<file path="config.mk">
export PLATFORM = sky130hd
export DESIGN_NAME = dram_cmd_scheduler
export DESIGN_NICKNAME = d
export VERILOG_FILES = /design/src/rtl/dram_cmd_scheduler.sv
export SDC_FILE = /design/constraint.sdc
export NUM_CORES = 1
export LEC_CHECK = 0
export ABC_AREA = 1
export BUFFER_PORTS_ARGS = -buffer_cell sky130_fd_sc_hd__buf_2
export CAP_MARGIN = 20
export CORE_MARGIN = 5
export CORE_UTILIZATION = 50
export CTS_BUF_LIST = sky130_fd_sc_hd__clkbuf_4
export CTS_CLUSTER_DIAMETER = 80
export DETAILED_ROUTE_END_ITERATION = 10
export PLACE_DENSITY_LB_ADDON = 0.15
export SLEW_MARGIN = 20
export SYNTH_ARGS = -nofsm -noshare
export SYNTH_HDL_FRONTEND = slang
export SYNTH_SLANG_ARGS = --single-unit
</file>
<file path="constraint.sdc">
create_clock -name clk -period 7.3 [get_ports clk]
set_clock_uncertainty 0.1 [all_clocks]
set_input_delay 0.365 -clock clk [delete_from_list [all_inputs] [get_ports clk]]
set_output_delay 0.365 -clock clk [all_outputs]
set_load 0.02 [all_outputs]
</file>
<file path="src/rtl/dram_cmd_scheduler.sv">
// In-order DRAM command scheduler: buffers parsed ops in a FIFO and issues one
// closed-page ACT -> RD/WR -> PRE sequence per request under clk-cycle timing.
module dram_cmd_scheduler #(
  parameter int ADDRESS_WIDTH = 33,
  parameter int DEPTH         = 16,
  parameter int TRCD          = 24,
  parameter int TCL           = 24,
  parameter int TCWL          = 20,
  parameter int TBURST        = 4,
  parameter int TRAS          = 52,
  parameter int TRP           = 24
) (
  input  logic                       clk,
  input  logic                       rst_n,
  input  logic                       in_valid,
  input  logic [1:0]                 in_opcode,
  input  logic [ADDRESS_WIDTH-1:0]   in_address,
  output logic                       in_ready,
  output logic                       cmd_valid,
  output logic [1:0]                 cmd,
  output logic [1:0]                 cmd_bg,
  output logic [1:0]                 cmd_bank,
  output logic [14:0]                cmd_row,
  output logic [10:0]                cmd_col,
  output logic                       req_done,
  output logic [$clog2(DEPTH):0]     q_count,
  output logic                       q_full,
  output logic                       q_empty,
  output logic [2:0]                 dbg_state
);
  localparam int PW = $clog2(DEPTH);
  // Entry = {is_write, address[ADDRESS_WIDTH-1:3]}; the byte offset is never used.
  localparam int EW = ADDRESS_WIDTH - 2;

  localparam int RD_PRE = (TRAS > TRCD + TCL + TBURST)  ? TRAS : TRCD + TCL + TBURST;
  localparam int WR_PRE = (TRAS > TRCD + TCWL + TBURST) ? TRAS : TRCD + TCWL + TBURST;

  function automatic logic [7:0] sat8(input int v);
    if (v > 255)    return 8'hFF;
    else if (v < 0) return 8'h00;
    else            return 8'(v);
  endfunction

  // Counters are loaded with (wait cycles - 1) so the last wait cycle sees zero.
  localparam logic [7:0] LD_RCD    = sat8(TRCD - 2);
  localparam logic [7:0] LD_PRE_RD = sat8(RD_PRE - TRCD - 2);
  localparam logic [7:0] LD_PRE_WR = sat8(WR_PRE - TRCD - 2);
  localparam logic [7:0] LD_RP     = sat8(TRP - 2);

  localparam logic [PW-1:0] PTR_ONE  = PW'(1);
  localparam logic [PW:0]   CNT_ONE  = (PW + 1)'(1);
  localparam logic [PW:0]   CNT_FULL = (PW + 1)'(DEPTH);

  typedef enum logic [2:0] {
    S_IDLE, S_ACT, S_WAIT_RCD, S_CAS, S_WAIT_PRE, S_PRE, S_WAIT_RP
  } state_t;

  logic [EW-1:0] r_mem [DEPTH];
  logic [PW-1:0] r_wr_ptr, r_rd_ptr;
  logic [PW:0]   r_count;
  state_t        r_state, w_state_nxt;
  logic [7:0]    r_wait, w_wait_nxt;
  logic          w_push, w_pop, w_head_wr;
  logic [EW-1:0] w_head;

  // Handshake: an op transfers on a posedge where in_valid && in_ready; NOPs are
  // consumed without being stored; the requester must hold its op until in_ready.
  assign q_count   = r_count;
  assign q_full    = (r_count == CNT_FULL);
  assign q_empty   = (r_count == '0);
  assign in_ready  = !q_full;
  assign w_push    = in_valid && in_ready && (in_opcode != 2'd3);
  assign w_pop     = req_done;
  assign w_head    = r_mem[r_rd_ptr];
  assign w_head_wr = w_head[EW-1];
  assign dbg_state = r_state;

  always_ff @(posedge clk) begin
    if (w_push) r_mem[r_wr_ptr] <= {(in_opcode == 2'd1), in_address[ADDRESS_WIDTH-1:3]};
  end

  always_ff @(posedge clk or negedge rst_n) begin
    if (!rst_n) begin
      r_wr_ptr <= '0;
      r_rd_ptr <= '0;
      r_count  <= '0;
    end else begin
      if (w_push) r_wr_ptr <= r_wr_ptr + PTR_ONE;
      if (w_pop)  r_rd_ptr <= r_rd_ptr + PTR_ONE;
      case ({w_push, w_pop})
        2'b10:   r_count <= r_count + CNT_ONE;
        2'b01:   r_count <= r_count - CNT_ONE;
        default: r_count <= r_count;
      endcase
    end
  end

  always_ff @(posedge clk or negedge rst_n) begin
    if (!rst_n) begin
      r_state <= S_IDLE;
      r_wait  <= '0;
    end else begin
      r_state <= w_state_nxt;
      r_wait  <= w_wait_nxt;
    end
  end

  // Head address bits relative to the entry: col_lo [2:0], bg [4:3], bank [6:5],
  // col_hi [14:7], row [29:15].
  always_comb begin
    w_state_nxt = r_state;
    w_wait_nxt  = (r_wait != 8'd0) ? r_wait - 8'd1 : 8'd0;
    cmd_valid   = 1'b0;
    cmd         = 2'd0;
    cmd_bg      = 2'd0;
    cmd_bank    = 2'd0;
    cmd_row     = 15'd0;
    cmd_col     = 11'd0;
    req_done    = 1'b0;
    case (r_state)
      S_IDLE: if (!q_empty) w_state_nxt = S_ACT;
      S_ACT: begin
        cmd_valid   = 1'b1;
        cmd         = 2'd0;
        cmd_bg      = w_head[4:3];
        cmd_bank    = w_head[6:5];
        cmd_row     = w_head[29:15];
        w_state_nxt = S_WAIT_RCD;
        w_wait_nxt  = LD_RCD;
      end
      S_WAIT_RCD: if (r_wait == 8'd0) w_state_nxt = S_CAS;
      S_CAS: begin
        cmd_valid   = 1'b1;
        cmd         = w_head_wr ? 2'd2 : 2'd1;
        cmd_bg      = w_head[4:3];
        cmd_bank    = w_head[6:5];
        cmd_col     = {w_head[14:7], w_head[2:0]};
        w_state_nxt = S_WAIT_PRE;
        w_wait_nxt  = w_head_wr ? LD_PRE_WR : LD_PRE_RD;
      end
      S_WAIT_PRE: if (r_wait == 8'd0) w_state_nxt = S_PRE;
      S_PRE: begin
        cmd_valid   = 1'b1;
        cmd         = 2'd3;
        cmd_bg      = w_head[4:3];
        cmd_bank    = w_head[6:5];
        req_done    = 1'b1;
        w_state_nxt = S_WAIT_RP;
        w_wait_nxt  = LD_RP;
      end
      S_WAIT_RP: if (r_wait == 8'd0) w_state_nxt = q_empty ? S_IDLE : S_ACT;
      default: w_state_nxt = S_IDLE;
    endcase
  end
endmodule

</file>
==> impl_metrics.env, run 1 <==
export IMPL_synthTopCellsByCount="edfxtp_1 (496), nand2_1 (481), nor2_1 (260), nand3_1 (231), o21ai_0 (128)"
export IMPL_yosys_cell_types_count=25
export IMPL_yosysWarnings=0
export IMPL_slew_headroom=0.253
export IMPL_antenna_found_initial=1
export IMPL_synth_nets=1959
export IMPL_drc=0
export IMPL_crit_fanout=89
export IMPL_gp_congestion=0.777
export IMPL_cp_data_arrival_time_ns=4.29
export IMPL_power_density_nw_per_um2=272
export IMPL_cp_data_required_time_ns=6.84
export IMPL_power_leakage_nw=9.66
export IMPL_status="finished clean"
export IMPL_fin_cells=2778
export IMPL_synth_edf_count=496
export IMPL_total_power_mw=6.73
export IMPL_cts_sinks=520
export IMPL_dp_cells=2507
export IMPL_cts_buffer_depth=3
export IMPL_syn_area_um2=21600
export IMPL_cp_start_kind="flip-flop"
export IMPL_final_max_slew_viol_count=0
export IMPL_cap_viol_max_count=0
export IMPL_clk_latency_ns=0.94
export IMPL_ys_ff_latch=520
export IMPL_die_area_um2=47400
export IMPL_ir_worst_vdd_mv=0.220
export IMPL_numPortBuffers=79
export IMPL_finalHoldViolCount=0
export IMPL_drt_iter0_drc=1152
export IMPL_synthToLayoutAreaGrowth_pct=14.8
export IMPL_grt_overflow=0
export IMPL_synth_area_per_cell_um2=11.3
export IMPL_fmax_mhz=210
export IMPL_wl_per_cell_um=19.4
export IMPL_core_area_um2=42900
export IMPL_final_antenna_net_count=0
export IMPL_numCtsBuffers=139
export IMPL_synthFlopType="edfxtp_1"
export IMPL_yosysMostFrequentCell="edfxtp_1"
export IMPL_cts_hold_buf=37
export IMPL_cts_clk_slew_worst_paths_ns=0.06
export IMPL_dp_hpwl_mm=27.0
export IMPL_synth_top_area_frac=0.690
export IMPL_post_cts_setup_buffer_count=0
export IMPL_vias_per_cell=5.26
export IMPL_syn_inst=1911
export IMPL_postCtsResizedCells=0
export IMPL_grt_pass1_wl_mm=82.4
export IMPL_root_buffer="clkbuf_4"
export IMPL_h_tree_depth=4
export IMPL_setup_viol=0
export IMPL_grt_pass1_vias=14400
export IMPL_finish_net_count=2149
export IMPL_finalWirelength_mm=53.8
export IMPL_ys_seq_area_frac=0.718
export IMPL_die_w_um=218
export IMPL_crit_path_end_kind="output port"
export IMPL_drive_gt1_frac=0.165
export IMPL_ios=83
export IMPL_die_h_um=218
export IMPL_netlist_top_cells_area="edfxtp_1 (69%), nand2_1 (8.4%), nand3_1 (5.4%), nor2_1 (4.5%), o21ai_0 (3.0%)"
export IMPL_grt_max_degree=111
export IMPL_first_pass_iters=6
export IMPL_worst_pin_slew_ns=1.12
export IMPL_ys_async_sr_fraction=0.0462
export IMPL_initial_utilization=0.503
export IMPL_crit_type="reg2out"
export IMPL_period_share=0.651
export IMPL_tritoncts="yes"
export IMPL_hp_class="in2reg"
export IMPL_globalRouteTotalUtil=0.229
export IMPL_period_needed_ns=4.75
export IMPL_num_rows=76
export IMPL_synth_top_cell_by_area="edfxtp_1"
export IMPL_rsz0062_at_grt="false"
export IMPL_vias=14600
export IMPL_tns_ns=0
[flip-flops by register name, summed over array words and instances, names as in the netlist]
| name | cells |
|---|---|
| dbg_state | 3 |
| q_count | 5 |
| r_rd_ptr | 4 |
| r_mem | 496 |
| r_wait | 8 |
| r_wr_ptr | 4 |
[cells in the final DEF (no fill, tap or decap), types with 20 or more instances in the layout]
cell type      synthesis  layout
a21oi_1               33      33
buf_4                  3      36
o21ai_0              128     128
buf_2                 29      79
inv_1                101     100
dlygate4sd3_1          0      36
nor2_1               260     256
clkbuf_4               0     208
edfxtp_1             496     496
nand2_1              481     481
dfrtp_1               24      20
nand3_1              231     231
[through the flow]
| stage | utilization | area [um^2] | setup WS (ns) | hold slack (ns) |
|---|---|---|---|---|
| after floorplan | - | 21600 | 3.34 | -0.0306 |
| after global placement | 0.525 | 22500 | 3.57 | 0.315 |
| after detailed placement | 0.525 | 22500 | 3.55 | 0.316 |
| after CTS | 0.577 | 24700 | 2.48 | 0.137 |
| after global routing | 0.577 | 24800 | 2.28 | 0.164 |
| final | 0.577 | 24800 | 2.55 | 0.242 |
[per-layer routing]
layer / track usage / up-vias / share of wire
met5: 0 / - / 0
met4: 0.0814 / 0 / 0.021
met3: 0.0608 / 94 / 0.062
met2: 0.372 / 447 / 0.48
met1: 0.302 / 7078 / 0.43
li1: - / 6980 / -
[worst paths after layout]
kind / depth (start not counted) / slack (ns) / from / to
hold reg to reg: 1 / 0.36 / r_wait[0]$_DFF_PN0_ / r_wait[0]$_DFF_PN0_
max in group asynchronous: 4 / 6.52 / rst_n / r_rd_ptr[1]$_DFFE_PN0P_
min in group asynchronous: 4 / 0.38 / rst_n / r_wr_ptr[2]$_DFFE_PN0P_
setup / recovery: 9 / 2.55 / r_rd_ptr[0]$_DFFE_PN0P_ / cmd_row[2]
setup reg to reg: 8 / 4.31 / q_count[0]$_DFFE_PN0P_ / r_mem[7][19]$_DFFE_PP_
hold / removal: 2 / 0.24 / in_address[26] / r_mem[4][23]$_DFFE_PP_
[critical path, cell delays in order (launching register included)]
cell and delay, ns:
dfrtp_4 0.43, buf_4 0.77, buf_4 0.93, nor2_1 0.11, nor2_1 0.11, o21ai_0 0.11
nand3_1 0.12, nand3_1 0.09, a21oi_1 0.33, buf_2 0.25
[logic make-up (layout without fill, tap and decap cells)]
kind of cell | count (synthesis) | in the layout | synth area share
AND/OR/NAND/NOR | 991 | 991 | 0.187
XOR/XNOR | 16 | 16 | 0.00650
flip-flops | 520 | 520 | 0.718
other | 0 | 3 | 0
adder cells (fa/ha/maj) | 10 | 10 | 0.00580
AO/OA/AOI/OAI | 166 | 166 | 0.0390
buffers and inverters | 208 | 487 | 0.0434
[final cells by class]
type                    instances  area (um^2)
fillers                      3581        18100
flip-flops and latches        520        15500
multi-input cells            1183         5230
clock buffers                 208         1560
repair buffers                153         1070
well taps                     585          732
inverters                     104          397
clock inverters                22          254
diodes                          3         7.51
[power by group]
group	internal (mW)	switching, mW	total, mW
registers	3.50	0.0623	3.56
clock network	1.50	1.15	2.65
logic	0.129	0.387	0.516
total	5.13	1.60	6.73
Note: power is estimated with default switching activity, not from simulation.
==> run 2: changes to the inputs <==
==> constraint.sdc (replaced) <==
create_clock -name clk -period 4.2 [get_ports clk]
set_clock_uncertainty 0.1 [all_clocks]
set_input_delay 0.21 -clock clk [delete_from_list [all_inputs] [get_ports clk]]
set_output_delay 0.21 -clock clk [all_outputs]
set_load 0.02 [all_outputs]
==> impl_metrics.env, run 2 (synthesis results as in run 1) <==
export IMPL_final_antenna_net_count=0
export IMPL_power_density_nw_per_um2=458
export IMPL_root_buffer="clkbuf_4"
export IMPL_regMostFlops="r_mem"
export IMPL_final_common_cell="edfxtp_1"
export IMPL_finish_net_count=2151
export IMPL_largest_register_ffs=496
export IMPL_ir_worst_vdd_mv=0.285
export IMPL_crit_type="reg2out"
export IMPL_numCtsBuffers=138
export IMPL_initial_utilization=0.503
export IMPL_cp_data_arrival_time_ns=3.26
export IMPL_vias=14500
export IMPL_crit_fanout=79
export IMPL_crit_start="r_rd_ptr[0]$_DFFE_PN0P_"
export IMPL_tritoncts="yes"
export IMPL_whs_ns=0.211
export IMPL_cts_buffer_depth=3
export IMPL_power_leakage_nw=9.64
export IMPL_grt_max_degree=204
export IMPL_die_h_um=218
export IMPL_grt_pass1_wl_mm=81.1
export IMPL_status="finished clean"
export IMPL_wl_per_cell_um=18.9
export IMPL_drive_gt1_frac=0.166
export IMPL_r2r_start="q_count[0]$_DFFE_PN0P_"
export IMPL_setup_viol=0
export IMPL_crit_buf_inv=3
export IMPL_finalHoldViolCount=0
export IMPL_path_delay_family="buffers and inverters"
export IMPL_die_area_um2=47400
export IMPL_grt_pass1_vias=14100
export IMPL_grt_overflow=0
export IMPL_fmax_mhz=280
export IMPL_vias_per_cell=5.23
export IMPL_hp_start="in_address[30]"
export IMPL_path_cells="inv_6 -> buf_4 -> nand2_1 -> nand2_1 -> nand2_1 -> nand3_1 -> nand3_1 -> a21oi_1 -> buf_2"
export IMPL_num_rows=76
export IMPL_cap_viol_max_count=0
export IMPL_die_w_um=218
export IMPL_crit_path_end_kind="output port"
export IMPL_ios=83
export IMPL_fillers=3656
export IMPL_gp_congestion=0.816
export IMPL_final_max_slew_viol_count=0
export IMPL_rr_worst_depth=7
export IMPL_rsz0062_at_grt="false"
export IMPL_crit_top_cell="nand2_1"
export IMPL_layout_common_cells="edfxtp_1 (496), nand2_1 (481), nor2_1 (256)"
export IMPL_slew_headroom=0.200
export IMPL_postCtsResizedCells=0
export IMPL_clk_latency_ns=0.83
export IMPL_cts_clk_slew_worst_paths_ns=0.07
export IMPL_period_needed_ns=3.57
export IMPL_core_area_um2=42900
export IMPL_period_share=0.850
export IMPL_cp_data_required_time_ns=3.89
export IMPL_finalWirelength_mm=52.5
export IMPL_hold_path_depth=2
export IMPL_numPortBuffers=79
export IMPL_drt_iter0_drc=1243
export IMPL_synthToLayoutAreaGrowth_pct=14.6
export IMPL_worst_pin_slew_ns=1.20
export IMPL_critPathSlowestCell="dfrtp_4"
export IMPL_cts_sinks=520
export IMPL_tns_ns=0
export IMPL_drc=0
export IMPL_globalRouteTotalUtil=0.222
export IMPL_h_tree_depth=4
export IMPL_first_pass_iters=8
export IMPL_crit_cells=9
export IMPL_cp_start_kind="flip-flop"
export IMPL_antenna_found_initial=2
export IMPL_dp_hpwl_mm=26.7
export IMPL_critPathMaxStageDelay_ns=0.52
export IMPL_hp_class="in2reg"
[run 2: worst paths after layout]
| path | endpoint | slack (ns) |
|---|---|---|
| max | cmd_row[0] | 0.63 |
| max in group asynchronous | r_rd_ptr[2]$_DFFE_PN0P_ | 3.48 |
| min | r_mem[10][27]$_DFFE_PP_ | 0.21 |
| min in group asynchronous | r_wr_ptr[3]$_DFFE_PN0P_ | 0.32 |
| max reg2reg | r_mem[3][25]$_DFFE_PP_ | 0.98 |
| min reg2reg | r_wait[0]$_DFF_PN0_ | 0.35 |
[run 2: timing repair]
| action | 4_1_cts | 5_1_grt |
|---|---|---|
| hold endpoints to repair | 520 | 0 |
| hold buffers | 35 | 0 |
| buffers inserted | 0 | 0 |
[run 2: where the power goes]
group / internal (mW) / switching [mW]
clock: 2.29 / 1.93
sequential: 6.08 / 0.110
combinational: 0.236 / 0.668
[run 2: worst register-to-register path, delay by kind of cell (launching register included)]
family        cells  cell delay [ns]
flops             1             0.42
buf+inv           2             0.68
simple gates      5             1.70
[run 2: metal layers]
layer / vias up / wire, um / GRT usage / share of wire
met3: 91 / 3020 / 0.0466 / 0.058
li1: 6983 / - / - / -
met2: 468 / 25600 / 0.365 / 0.49
met5: - / 0 / 0 / 0
met1: 7001 / 22700 / 0.298 / 0.43
met4: 0 / 1170 / 0.0758 / 0.022
[run 2: metrics by stage]
stage | instances | cell area [um^2] | total power, mW | util | worst slack, ns
6_report | 2779 | 24700 | 11.3 | 0.576 | 0.630
5_1_grt | 2779 | 24700 | 11.9 | 0.576 | 0.378
4_1_cts | 2777 | 24700 | 11.5 | 0.576 | 0.502
3_5_place_dp | 2513 | 22700 | 7.18 | 0.529 | 1.01
3_3_place_gp | 2513 | 22700 | 7.15 | 0.529 | 1.12
2_1_floorplan | 1911 | 21600 | 6.76 | - | 0.244
[run 2: layout make-up]
| type | instances | area [um^2] | area share |
|---|---|---|---|
| Antenna cell | 2 | 5.00 | 0.000202 |
| Clock buffer | 208 | 1560 | 0.0632 |
| Clock inverter | 21 | 111 | 0.00451 |
| Inverter | 104 | 397 | 0.0160 |
| Multi-Input combinational cell | 1183 | 5230 | 0.212 |
| Sequential cell | 520 | 15500 | 0.627 |
| Tap cell | 585 | 732 | 0.0296 |
| Timing Repair Buffer | 156 | 1170 | 0.0474 |
==> run 3: changes to the inputs <==
--- a/config.mk
+++ b/config.mk
@@ -13,7 +13,7 @@
 export CTS_BUF_LIST = sky130_fd_sc_hd__clkbuf_4
 export CTS_CLUSTER_DIAMETER = 80
 export DETAILED_ROUTE_END_ITERATION = 10
-export PLACE_DENSITY_LB_ADDON = 0.15
+export PLACE_DENSITY = 0.71
 export SLEW_MARGIN = 20
 export SYNTH_ARGS = -nofsm -noshare
 export SYNTH_HDL_FRONTEND = slang
==> impl_metrics.env, run 3 (synthesis results as in run 1) <==
export IMPL_finalHoldViolCount=0
export IMPL_worst_pin_slew_ns=1.04
export IMPL_drive_gt1_frac=0.163
export IMPL_root_buffer="clkbuf_4"
export IMPL_setup_ws_ns=0.576
export IMPL_h_tree_depth=4
export IMPL_grt_pass1_wl_mm=81.0
export IMPL_grt_overflow=0
export IMPL_p_sw_frac=0.242
export IMPL_pwr_share_clk=0.380
export IMPL_total_power_mw=11.5
export IMPL_cp_start_kind="flip-flop"
export IMPL_wl_per_cell_um=18.8
export IMPL_final_common_cell="edfxtp_1"
export IMPL_numCtsBuffers=135
export IMPL_crit_path_end_kind="output port"
export IMPL_vias=14900
export IMPL_dp_cells=2516
export IMPL_clk_latency_ns=0.86
export IMPL_fmax_mhz=276
export IMPL_power_leakage_nw=9.65
export IMPL_period_share=0.863
export IMPL_grtUsageMet1=0.292
export IMPL_ir_worst_vdd_mv=0.300
export IMPL_synthToLayoutAreaGrowth_pct=15.0
export IMPL_drc=0
export IMPL_cp_data_required_time_ns=3.89
export IMPL_cap_viol_max_count=0
export IMPL_whs_ns=0.179
export IMPL_fin_cells=2783
export IMPL_crit_fanout=72
export IMPL_p_seq_frac=0.540
export IMPL_postCtsResizedCells=0
export IMPL_die_h_um=218
export IMPL_cts_clk_slew_worst_paths_ns=0.07
export IMPL_largest_register_ffs=496
export IMPL_pre_cts_ws_ns=1.35
export IMPL_die_w_um=218
export IMPL_top_usage_layer="met2"
export IMPL_final_antenna_net_count=0
export IMPL_period_needed_ns=3.62
export IMPL_finish_net_count=2153
export IMPL_initial_utilization=0.503
export IMPL_cts_sinks=520
export IMPL_p_switching_mw=2.78
export IMPL_final_max_slew_viol_count=0
export IMPL_ios=83
export IMPL_internal_power_mw=8.69
export IMPL_slew_headroom=0.303
export IMPL_layout_common_cells="edfxtp_1 (496), nand2_1 (481), nor2_1 (256)"
export IMPL_die_area_um2=47400
export IMPL_pwr_share_comb=0.080
export IMPL_cp_data_arrival_time_ns=3.31
export IMPL_first_pass_iters=6
export IMPL_vias_per_cell=5.36
export IMPL_grtUsageMet3=0.0532
export IMPL_gp_congestion=0.762
export IMPL_globalRouteTotalUtil=0.221
export IMPL_finalWirelength_mm=52.4
export IMPL_status="finished clean"
export IMPL_tns_ns=0
export IMPL_numPortBuffers=79
export IMPL_grt_util_met2=0.355
export IMPL_drt_iter0_drc=1390
export IMPL_grt_max_degree=155
export IMPL_cts_buffer_depth=3
export IMPL_setup_viol=0
export IMPL_hp_class="in2reg"
export IMPL_antenna_found_initial=6
export IMPL_grt_pass1_vias=14800
export IMPL_dp_hpwl_mm=27.3
export IMPL_power_density_nw_per_um2=462
export IMPL_regMostFlops="r_mem"
export IMPL_core_area_um2=42900
export IMPL_tritoncts="yes"
export IMPL_rsz0062_at_grt="false"
export IMPL_crit_type="reg2out"
export IMPL_num_rows=76
-- run 3: cell type report --
| cell class | instances | area (um^2) |
|---|---|---|
| Fill cell | 3501 | 18100 |
| Sequential cell | 520 | 15500 |
| Multi-Input combinational cell | 1183 | 5230 |
| Clock buffer | 194 | 1460 |
| Timing Repair Buffer | 161 | 1210 |
| Tap cell | 585 | 732 |
| Inverter | 104 | 397 |
| Clock inverter | 32 | 265 |
| Antenna cell | 4 | 10.0 |
-- run 3: repair_timing --
| item | CTS | global route |
|---|---|---|
| endpoints found under the hold margin | 522 | 0 |
| setup buffers | 0 | 0 |
| hold buffers | 37 | 0 |
-- run 3: through the flow --
step,cell area [um^2],util
2_1_floorplan,21600,-
3_3_place_gp,22700,0.529
3_5_place_dp,22700,0.529
4_1_cts,24800,0.578
5_1_grt,24800,0.579
6_report,24800,0.579
-- run 3: worst paths after layout --
path	startpoint	to	slack [ns]	depth (start not counted)
max in group asynchronous	rst_n	r_rd_ptr[0]$_DFFE_PN0P_	3.55	4
worst min-delay path	in_address[30]	r_mem[5][27]$_DFFE_PP_	0.18	2
worst min register to register	r_wait[0]$_DFF_PN0_	r_wait[0]$_DFF_PN0_	0.37	1
worst max-delay path	r_rd_ptr[0]$_DFFE_PN0P_	cmd_row[5]	0.58	9
min in group asynchronous	rst_n	q_count[1]$_DFFE_PN0P_	0.26	4
worst max register to register	q_count[0]$_DFFE_PN0P_	r_mem[11][19]$_DFFE_PP_	1.31	8
-- run 3: worst max-delay path: stages, from the launching register on --
cell and delay (ns):
dfrtp_4 0.52, inv_6 0.45, buf_4 0.47, nand2_1 0.10
nand2_1 0.07, nand2_1 0.05, nand3_1 0.11, nand3_1 0.09
a21oi_1 0.33, buf_2 0.25
-- run 3: power by group through the flow --
stage	logic (mW)	clock network [mW]	registers, mW
2_1_floorplan	0.431	0	6.33
3_3_place_gp	0.854	0	6.29
3_5_place_dp	0.891	0	6.30
4_1_cts	0.926	4.45	6.19
5_1_grt	1.01	4.75	6.22
6_report	0.918	4.36	6.19
-- run 3: routing by layer --
| metal | vias to the layer above | share of wire |
|---|---|---|
| li1 | 6997 | - |
| met2 | 636 | 0.48 |
| met5 | - | 0.00044 |
| met3 | 125 | 0.081 |
| met4 | 4 | 0.028 |
| met1 | 7163 | 0.41 |
